### src/rtl/pipe_ctrl_if.sv
// Pipeline control bundle between the core stages and pipe_ctrl: stall requests,
// EX branch resolution in; stall vector, flush/redirect and fetch-discard out.
interface pipe_ctrl_if #(
  parameter int unsigned STALL_W = 6,
  parameter int unsigned ADDR_W  = 32
);
  logic               rdy;
  logic               stallreq_if;
  logic               stallreq_id;
  logic               stallreq_mem;
  logic               branch_flush_i;
  logic [ADDR_W-1:0]  branch_target_i;
  logic [STALL_W-1:0] stall_o;
  logic               flush_o;
  logic               redirect_we_o;
  logic [ADDR_W-1:0]  redirect_pc_o;
  logic               if_discard_o;

  modport master (
    output rdy, stallreq_if, stallreq_id, stallreq_mem, branch_flush_i, branch_target_i,
    input  stall_o, flush_o, redirect_we_o, redirect_pc_o, if_discard_o
  );

  modport slave (
    input  rdy, stallreq_if, stallreq_id, stallreq_mem, branch_flush_i, branch_target_i,
    output stall_o, flush_o, redirect_we_o, redirect_pc_o, if_discard_o
  );
endinterface

### src/rtl/pipe_ctrl.sv
// Stall/flush scheduler for the 5-stage core: merges stage stall requests and sequences EX branch flushes.
// Define PIPE_PERF_EN to add saturating perf counters for stall winners and issued flushes.
module pipe_ctrl #(
  parameter int unsigned STALL_W = 6,
  parameter int unsigned ADDR_W  = 32
`ifdef PIPE_PERF_EN
  ,
  parameter int unsigned PERF_W  = 32
`endif
) (
  input  logic        clk,
  input  logic        rst,
  pipe_ctrl_if.slave  bus
`ifdef PIPE_PERF_EN
  ,
  output logic [PERF_W-1:0] perf_mem_cyc_o,
  output logic [PERF_W-1:0] perf_id_cyc_o,
  output logic [PERF_W-1:0] perf_if_cyc_o,
  output logic [PERF_W-1:0] perf_flush_o
`endif
);

  typedef enum logic [1:0] {
    RUN        = 2'd0,
    HOLD_FLUSH = 2'd1,
    DRAIN_IF   = 2'd2
  } state_t;

  localparam logic [STALL_W-1:0] ST_MEM = {1'b0, {(STALL_W-1){1'b1}}};
  localparam logic [STALL_W-1:0] ST_ID  = STALL_W'(3'b111);
  localparam logic [STALL_W-1:0] ST_IF  = STALL_W'(2'b11);

  state_t             state_q, state_d;
  logic [ADDR_W-1:0]  target_q, target_d;
  logic               flush_fire;
  logic               id_eff;
  logic [STALL_W-1:0] stall_vec;
  logic [ADDR_W-1:0]  pc_vec;

  always_ff @(posedge clk or negedge rst) begin
    if (!rst) begin
      state_q  <= RUN;
      target_q <= '0;
    end else begin
      state_q  <= state_d;
      target_q <= target_d;
    end
  end

  // A branch that cannot flush immediately (MEM busy or core frozen) is parked in
  // HOLD_FLUSH with its target; the still-asserted branch_flush_i is then ignored,
  // so the flush issues exactly once.
  always_comb begin
    state_d    = state_q;
    target_d   = target_q;
    flush_fire = 1'b0;
    case (state_q)
      RUN: begin
        if (bus.branch_flush_i) begin
          if (bus.rdy && !bus.stallreq_mem) begin
            flush_fire = 1'b1;
            if (bus.stallreq_if) state_d = DRAIN_IF;
          end else begin
            target_d = bus.branch_target_i;
            state_d  = HOLD_FLUSH;
          end
        end
      end
      HOLD_FLUSH: begin
        if (bus.rdy && !bus.stallreq_mem) begin
          flush_fire = 1'b1;
          state_d    = bus.stallreq_if ? DRAIN_IF : RUN;
        end
      end
      DRAIN_IF: begin
        if (bus.rdy && !bus.stallreq_if) state_d = RUN;
      end
      default: state_d = RUN;
    endcase
  end

  always_comb begin
    pc_vec = '0;
    if (flush_fire) pc_vec = (state_q == HOLD_FLUSH) ? target_q : bus.branch_target_i;
  end

  // The load-use requester is being killed by the flush, so it must not hold the front end.
  assign id_eff = bus.stallreq_id && !flush_fire;

  always_comb begin
    stall_vec = '0;
    if (!bus.rdy)             stall_vec = '1;
    else if (bus.stallreq_mem) stall_vec = ST_MEM;
    else if (id_eff)           stall_vec = ST_ID;
    else if (bus.stallreq_if)  stall_vec = ST_IF;
  end

  assign bus.stall_o       = rst ? stall_vec : '0;
  assign bus.flush_o       = rst && flush_fire;
  assign bus.redirect_we_o = rst && flush_fire;
  assign bus.redirect_pc_o = rst ? pc_vec : '0;
  assign bus.if_discard_o  = rst && (state_q == DRAIN_IF);

  a_no_branch_in_drain: assert property (@(posedge clk) disable iff (!rst)
    !(state_q == DRAIN_IF && bus.branch_flush_i));

`ifdef PIPE_PERF_EN
  function automatic logic [PERF_W-1:0] sat_inc(input logic [PERF_W-1:0] v);
    return (&v) ? v : v + 1'b1;
  endfunction

  always_ff @(posedge clk or negedge rst) begin
    if (!rst) begin
      perf_mem_cyc_o <= '0;
      perf_id_cyc_o  <= '0;
      perf_if_cyc_o  <= '0;
      perf_flush_o   <= '0;
    end else begin
      if (bus.rdy && bus.stallreq_mem)
        perf_mem_cyc_o <= sat_inc(perf_mem_cyc_o);
      if (bus.rdy && !bus.stallreq_mem && id_eff)
        perf_id_cyc_o <= sat_inc(perf_id_cyc_o);
      if (bus.rdy && !bus.stallreq_mem && !id_eff && bus.stallreq_if)
        perf_if_cyc_o <= sat_inc(perf_if_cyc_o);
      if (flush_fire)
        perf_flush_o <= sat_inc(perf_flush_o);
    end
  end
`endif

endmodule

### src/flat_wrapper.sv
// flat-port wrapper written by rule: the top's interface ports become plain ports
module pipe_ctrl_flat 
#(
  parameter int unsigned STALL_W = 6,
  parameter int unsigned ADDR_W  = 32

)
  (clk, rst, bus_rdy, bus_stallreq_if, bus_stallreq_id, bus_stallreq_mem, bus_branch_flush_i, bus_branch_target_i, bus_stall_o, bus_flush_o, bus_redirect_we_o, bus_redirect_pc_o, bus_if_discard_o);
  pipe_ctrl_if #(.STALL_W(STALL_W), .ADDR_W(ADDR_W)) bus_i ();
  input  logic clk;
  input  logic rst;
  input wire logic [$bits(bus_i.rdy)-1:0] bus_rdy;
  input wire logic [$bits(bus_i.stallreq_if)-1:0] bus_stallreq_if;
  input wire logic [$bits(bus_i.stallreq_id)-1:0] bus_stallreq_id;
  input wire logic [$bits(bus_i.stallreq_mem)-1:0] bus_stallreq_mem;
  input wire logic [$bits(bus_i.branch_flush_i)-1:0] bus_branch_flush_i;
  input wire logic [$bits(bus_i.branch_target_i)-1:0] bus_branch_target_i;
  output wire logic [$bits(bus_i.stall_o)-1:0] bus_stall_o;
  output wire logic [$bits(bus_i.flush_o)-1:0] bus_flush_o;
  output wire logic [$bits(bus_i.redirect_we_o)-1:0] bus_redirect_we_o;
  output wire logic [$bits(bus_i.redirect_pc_o)-1:0] bus_redirect_pc_o;
  output wire logic [$bits(bus_i.if_discard_o)-1:0] bus_if_discard_o;
  assign bus_i.rdy = bus_rdy;
  assign bus_i.stallreq_if = bus_stallreq_if;
  assign bus_i.stallreq_id = bus_stallreq_id;
  assign bus_i.stallreq_mem = bus_stallreq_mem;
  assign bus_i.branch_flush_i = bus_branch_flush_i;
  assign bus_i.branch_target_i = bus_branch_target_i;
  assign bus_stall_o = bus_i.stall_o;
  assign bus_flush_o = bus_i.flush_o;
  assign bus_redirect_we_o = bus_i.redirect_we_o;
  assign bus_redirect_pc_o = bus_i.redirect_pc_o;
  assign bus_if_discard_o = bus_i.if_discard_o;
  pipe_ctrl #(.STALL_W(STALL_W), .ADDR_W(ADDR_W)) u_core (.clk(clk), .rst(rst), .bus(bus_i));
endmodule
### config.mk
export PLATFORM = sky130hd
export DESIGN_NAME = pipe_ctrl_flat
export DESIGN_NICKNAME = d
export VERILOG_FILES = /design/src/rtl/pipe_ctrl_if.sv /design/src/rtl/pipe_ctrl.sv /design/src/flat_wrapper.sv
export SDC_FILE = /design/constraint.sdc
export NUM_CORES = 1
export LEC_CHECK = 0
export ABC_AREA = 1
export CORE_ASPECT_RATIO = 1.5
export CORE_MARGIN = 2
export CORE_UTILIZATION = 60
export CTS_CLUSTER_DIAMETER = 120
export CTS_CLUSTER_SIZE = 8
export DETAILED_ROUTE_END_ITERATION = 10
export DONT_BUFFER_PORTS = 1
export PLACE_DENSITY = 0.76
export RECOVER_POWER = 100
export SLEW_MARGIN = 20
export SYNTH_ARGS = -nofsm -noshare
export SYNTH_HDL_FRONTEND = slang
export SYNTH_SLANG_ARGS = --single-unit
### constraint.sdc
create_clock -name clk -period 1.55 [get_ports clk]
set_input_delay 0.155 -clock clk [delete_from_list [all_inputs] [get_ports clk]]
set_output_delay 0.155 -clock clk [all_outputs]
set_load 0.02 [all_outputs]
==> results_tabular.tex <==
\begin{tabular}{lr}
\hline
Metric & Value \\
\hline
\multicolumn{2}{l}{\textbf{Setup path}} \\
\quad Bufs and invs on worst path & 3 \\
\quad Data required time of the critical path & 1390 ps \\
\quad Maximum fanout encountered on the critical timing path & 10 \\
\quad Worst endpoint data arrival time & 1690 ps \\
\quad Slowest stage delay, CP & 430 ps \\
\quad Ordered list of cells on the worst path & buf\_6 -> nor3\_4 -> nand2\_4 -> buf\_12 -> nor2\_2 -> buf\_6 \\
\quad Source of the worst register-to-register timing path & u\_core.state\_q[0] \\
\quad Slowest-stage cell, CP & sky130\_fd\_sc\_hd\_\_dfrtp\_1 \\
\quad Register-to-register setup slack & -60 ps \\
\quad Worst Setup Start Kind & flop \\
\quad Length in cells of the worst reg-to-reg path & 5 \\
\quad Levels on crit path & 6 \\
\quad Crit Path Class & reg2out \\
\quad Critical path's most frequent cell & sky130\_fd\_sc\_hd\_\_buf\_6 \\
\quad Worst setup EP type & primary output \\
\quad Reg-to-Reg End & u\_core.target\_q[0] \\
\quad Beginning of the critical path & u\_core.state\_q[1] \\
\quad End point of the critical path & bus\_redirect\_pc\_o[10] \\
\quad Kind of cell adding the most delay to the critical path & simple AND/OR/NAND/NOR gates \\
\multicolumn{2}{l}{\textbf{Placement}} \\
\quad HPWL Detailed & 3.01 mm \\
\quad Instance area at placement & 2350 um\^{}2 \\
\quad Routability-driven placement congestion ratio & 0.771 \\
\quad Post-Place Setup Slack & 69.1 ps \\
\quad Number of placed cells counting well taps & 375 \\
\quad Buffers added on ports & 0 \\
\multicolumn{2}{l}{\textbf{Synth}} \\
\quad Combinational family with the most area after synthesis & simple AND/OR/NAND/NOR gates \\
\quad Syn nets & 351 \\
\quad Synth async-reset ratio & 100\% \\
\quad Compound-Gate Fraction of Synth Area & 16.4\% \\
\quad Synthesized area & 2090 um\^{}2 \\
\quad Fraction of the mapped netlist area in adder cells & 0\% \\
\quad Register bit count reported by yosys & 34 \\
\quad Number of flops mapped to enable cells by yosys & 0 \\
\quad Dominant synthesized flop cell & sky130\_fd\_sc\_hd\_\_dfrtp\_1 \\
\quad Post-synthesis share of cell area spent on and, or, nand and nor gates & 22.3\% \\
\quad Post-synthesis cell count & 312 \\
\quad Count of synthesis-stage warnings from yosys & 0 \\
\quad Avg Synthesized Cell Area & 6.71 um\^{}2 \\
\quad Sequential element share of the synthesized area & 40.6\% \\
\quad Multiplexer share of the synthesized area & 0\% \\
\quad Area share of xor/xnor cells in the synthesized design & 0\% \\
\quad Number of library cell types mapped by synthesis & 19 \\
\multicolumn{2}{l}{\textbf{Drt}} \\
\quad Number of antenna-violating nets in the routed design & 0 \\
\quad Average wire per standard cell & 19.9 um \\
\quad Vias per Instance & 5.92 \\
\quad Count of routing violations after the opening detailed-route iteration & 123 \\
\quad Total wire length after detailed routing & 7.96 mm \\
\quad Number of vias in the routed layout & 2,372 \\
\quad Remaining routing DRC violations & 0 \\
\quad DRT Pass-1 Iters & 6 \\
\multicolumn{2}{l}{\textbf{Cells and area}} \\
\quad Share of cells above drive strength 1 & 39.0\% \\
\quad Most common cell after layout, fill and taps aside & sky130\_fd\_sc\_hd\_\_inv\_1 \\
\quad Summed area of non-filler cells in the final layout & 3120 um\^{}2 \\
\quad Highest-count cells in the layout ignoring fill and taps & sky130\_fd\_sc\_hd\_\_inv\_1, sky130\_fd\_sc\_hd\_\_nand2\_1, sky130\_fd\_sc\_hd\_\_o21ai\_0, sky130\_fd\_sc\_hd\_\_dfrtp\_1, sky130\_fd\_sc\_hd\_\_buf\_6 \\
\quad Non-filler cells in the finished layout & 401 \\
\quad Final core utilization & 92.1\% \\
\quad Growth of design area from synthesis to finish & 48.8\% \\
\quad Number of nets in the final layout & 398 \\
\quad Number of antenna cells inserted & 0 \\
\multicolumn{2}{l}{\textbf{Clock tree}} \\
\quad Worst-skew pair later-pin latency & 290 ps \\
\quad Clock transition time at the flip-flop clock pins of the worst setup and hold paths & 70 ps \\
\quad H-Tree Level Count & 2 \\
\quad Number of sinks driven by the clock tree & 34 \\
\quad Inserted Clock Buffers & 5 \\
\quad Worst-case clock buffer depth & 2 \\
\quad Root Buffer & sky130\_fd\_sc\_hd\_\_clkbuf\_8 \\
\quad Clock tree from TritonCTS & yes \\
\multicolumn{2}{l}{\textbf{STA}} \\
\quad Minimum setup slack in the final design & -296 ps \\
\quad Part of the cycle the worst path needs & 119\% \\
\quad Minimum clock period & 1850 ps \\
\quad Final count of pins violating max slew & 0 \\
\quad Highest attainable clock frequency & 542 MHz \\
\quad Worst clock skew & 5.82 ps \\
\quad RSZ-0062 raised after global routing & yes \\
\quad Final hold vios & 0 \\
\quad Slew of the pin with the lowest slew margin & 867 ps \\
\quad Setup Viol. Count Final & 39 \\
\quad Slew HR & 42.2\% \\
\multicolumn{2}{l}{\textbf{Global route}} \\
\quad Initial antenna violation count & 0 \\
\quad Sum of overflow across all layers after global routing & 0 \\
\quad Wire length of the first global-routing pass & 7.82 mm \\
\quad Number of global-route vias before repair & 1,941 \\
\quad Largest net degree at the start of global routing & 66 \\
\quad GRT Util Overall & 25.6\% \\
\multicolumn{2}{l}{\textbf{Run}} \\
\quad Max Cap Violations & 0 \\
\multicolumn{2}{l}{\textbf{Hold path}} \\
\quad Worst hold path type & in2reg \\
\multicolumn{2}{l}{\textbf{Floorplanning}} \\
\quad Starting Density & 61.9\% \\
\quad Area inside the core boundary & 3380 um\^{}2 \\
\quad Die Height & 76.3 um \\
\quad Count of boundary I/O pins & 80 \\
\quad Die footprint & 3990 um\^{}2 \\
\quad Width of the die & 52.2 um \\
\quad Placement row count & 26 \\
\multicolumn{2}{l}{\textbf{Power}} \\
\quad PwrDens & 1790 nW/um\^{}2 \\
\quad VDD IR-drop max & 1480 uV \\
\quad Leakage power total & 0.00163 uW \\
\quad Final Total Pwr & 5570 uW \\
\multicolumn{2}{l}{\textbf{Status}} \\
\quad Violated checks & negative setup slack \\
\quad Status & finished with violations \\
\hline
\end{tabular}
## how the worst min path moves through the flow
stage,cells after the start,to,slack (ps),start
after floorplan,0,u_core.state_q[0],-140,rst
after global placement,0,u_core.state_q[1],-140,rst
after detailed placement,0,u_core.state_q[1],-140,rst
after CTS,2,u_core.target_q[22],40,bus_branch_target_i[22]
after global routing,2,u_core.target_q[25],40,bus_branch_target_i[25]
final,2,u_core.target_q[25],40,bus_branch_target_i[25]
## state kept, by name, indices dropped and copies added, names as in the netlist
| register | cells |
|---|---|
| u_core.state_q | 2 |
| u_core.target_q | 32 |
## area by class of cell
type,instances,area [um^2]
Multi-Input combinational cell,186,1110
Tap cell,42,52.6
Sequential cell,34,852
Inverter,72,283
Timing Repair Buffer,59,728
Clock buffer,7,76.3
Fill cell,131,268
Timing Repair inverter,1,8.76
## metrics by stage
stage          TNS, ps  hold WS (ps)
2_1_floorplan        0          -141
3_3_place_gp         0          -139
3_5_place_dp         0          -140
4_1_cts          -5720          35.7
5_1_grt          -9910          41.3
6_report         -8070          41.0
## repair_timing
item | CTS | global route
endpoints found under the setup margin | 37 | 36
pin swaps | 2 | 18
endpoints found under the hold margin | 34 | 0
hold buffers | 2 | 0
gates resized for setup | 24 | 120
setup buffers | 4 | 1
gates cloned | 1 | 11
## cells in the mapped netlist (2+ instances only)
master                     number  area [um^2]
sky130_fd_sc_hd__buf_2          2         10.0
sky130_fd_sc_hd__clkbuf_1       2         7.51
sky130_fd_sc_hd__nand3_1        3         15.0
sky130_fd_sc_hd__inv_1         70          263
sky130_fd_sc_hd__buf_4          6         45.0
sky130_fd_sc_hd__inv_2          2         7.51
sky130_fd_sc_hd__nor2_1        39          146
sky130_fd_sc_hd__buf_6          8         90.1
sky130_fd_sc_hd__o21ai_1       13         65.1
sky130_fd_sc_hd__nand2_2        3         18.8
sky130_fd_sc_hd__nor2_2         2         12.5
sky130_fd_sc_hd__dfrtp_1       34          851
sky130_fd_sc_hd__o21ai_0       53          265
sky130_fd_sc_hd__nand2_1       69          259
sky130_fd_sc_hd__clkbuf_2       2         10.0
## routing by layer
layer | part of all wire [%] | vias to the layer above | GRT usage, % | wire length, um
met5 | 0 | - | 0 | 0
met4 | 5.4 | 0 | 9.49 | 427
met3 | 7.0 | 44 | 5.88 | 556
met2 | 54 | 169 | 47.2 | 4280
met1 | 34 | 1136 | 26.9 | 2700
li1 | - | 1023 | - | -
## worst reg2reg max path: cells and delay by family, from the launching register on
family	cells	cell delay (ps)
flops	1	450
buf+inv	2	400
compound gates	1	340
simple gates	2	290
## logic make-up after synthesis
group / Yosys count
AND/OR/NAND/NOR: 118
flip-flops: 34
buffers and inverters: 92
AO/OA/AOI/OAI: 68
## power by group
part	leakage (uW)	internal, uW	total [uW]	switching [uW]
Clock	0.0000383	310	650	340
Sequential	0.000421	1310	1680	377
Combinational	0.00117	1350	3240	1890
Total	0.00163	2960	5570	2610
Note: power is estimated with default switching activity, not from simulation.
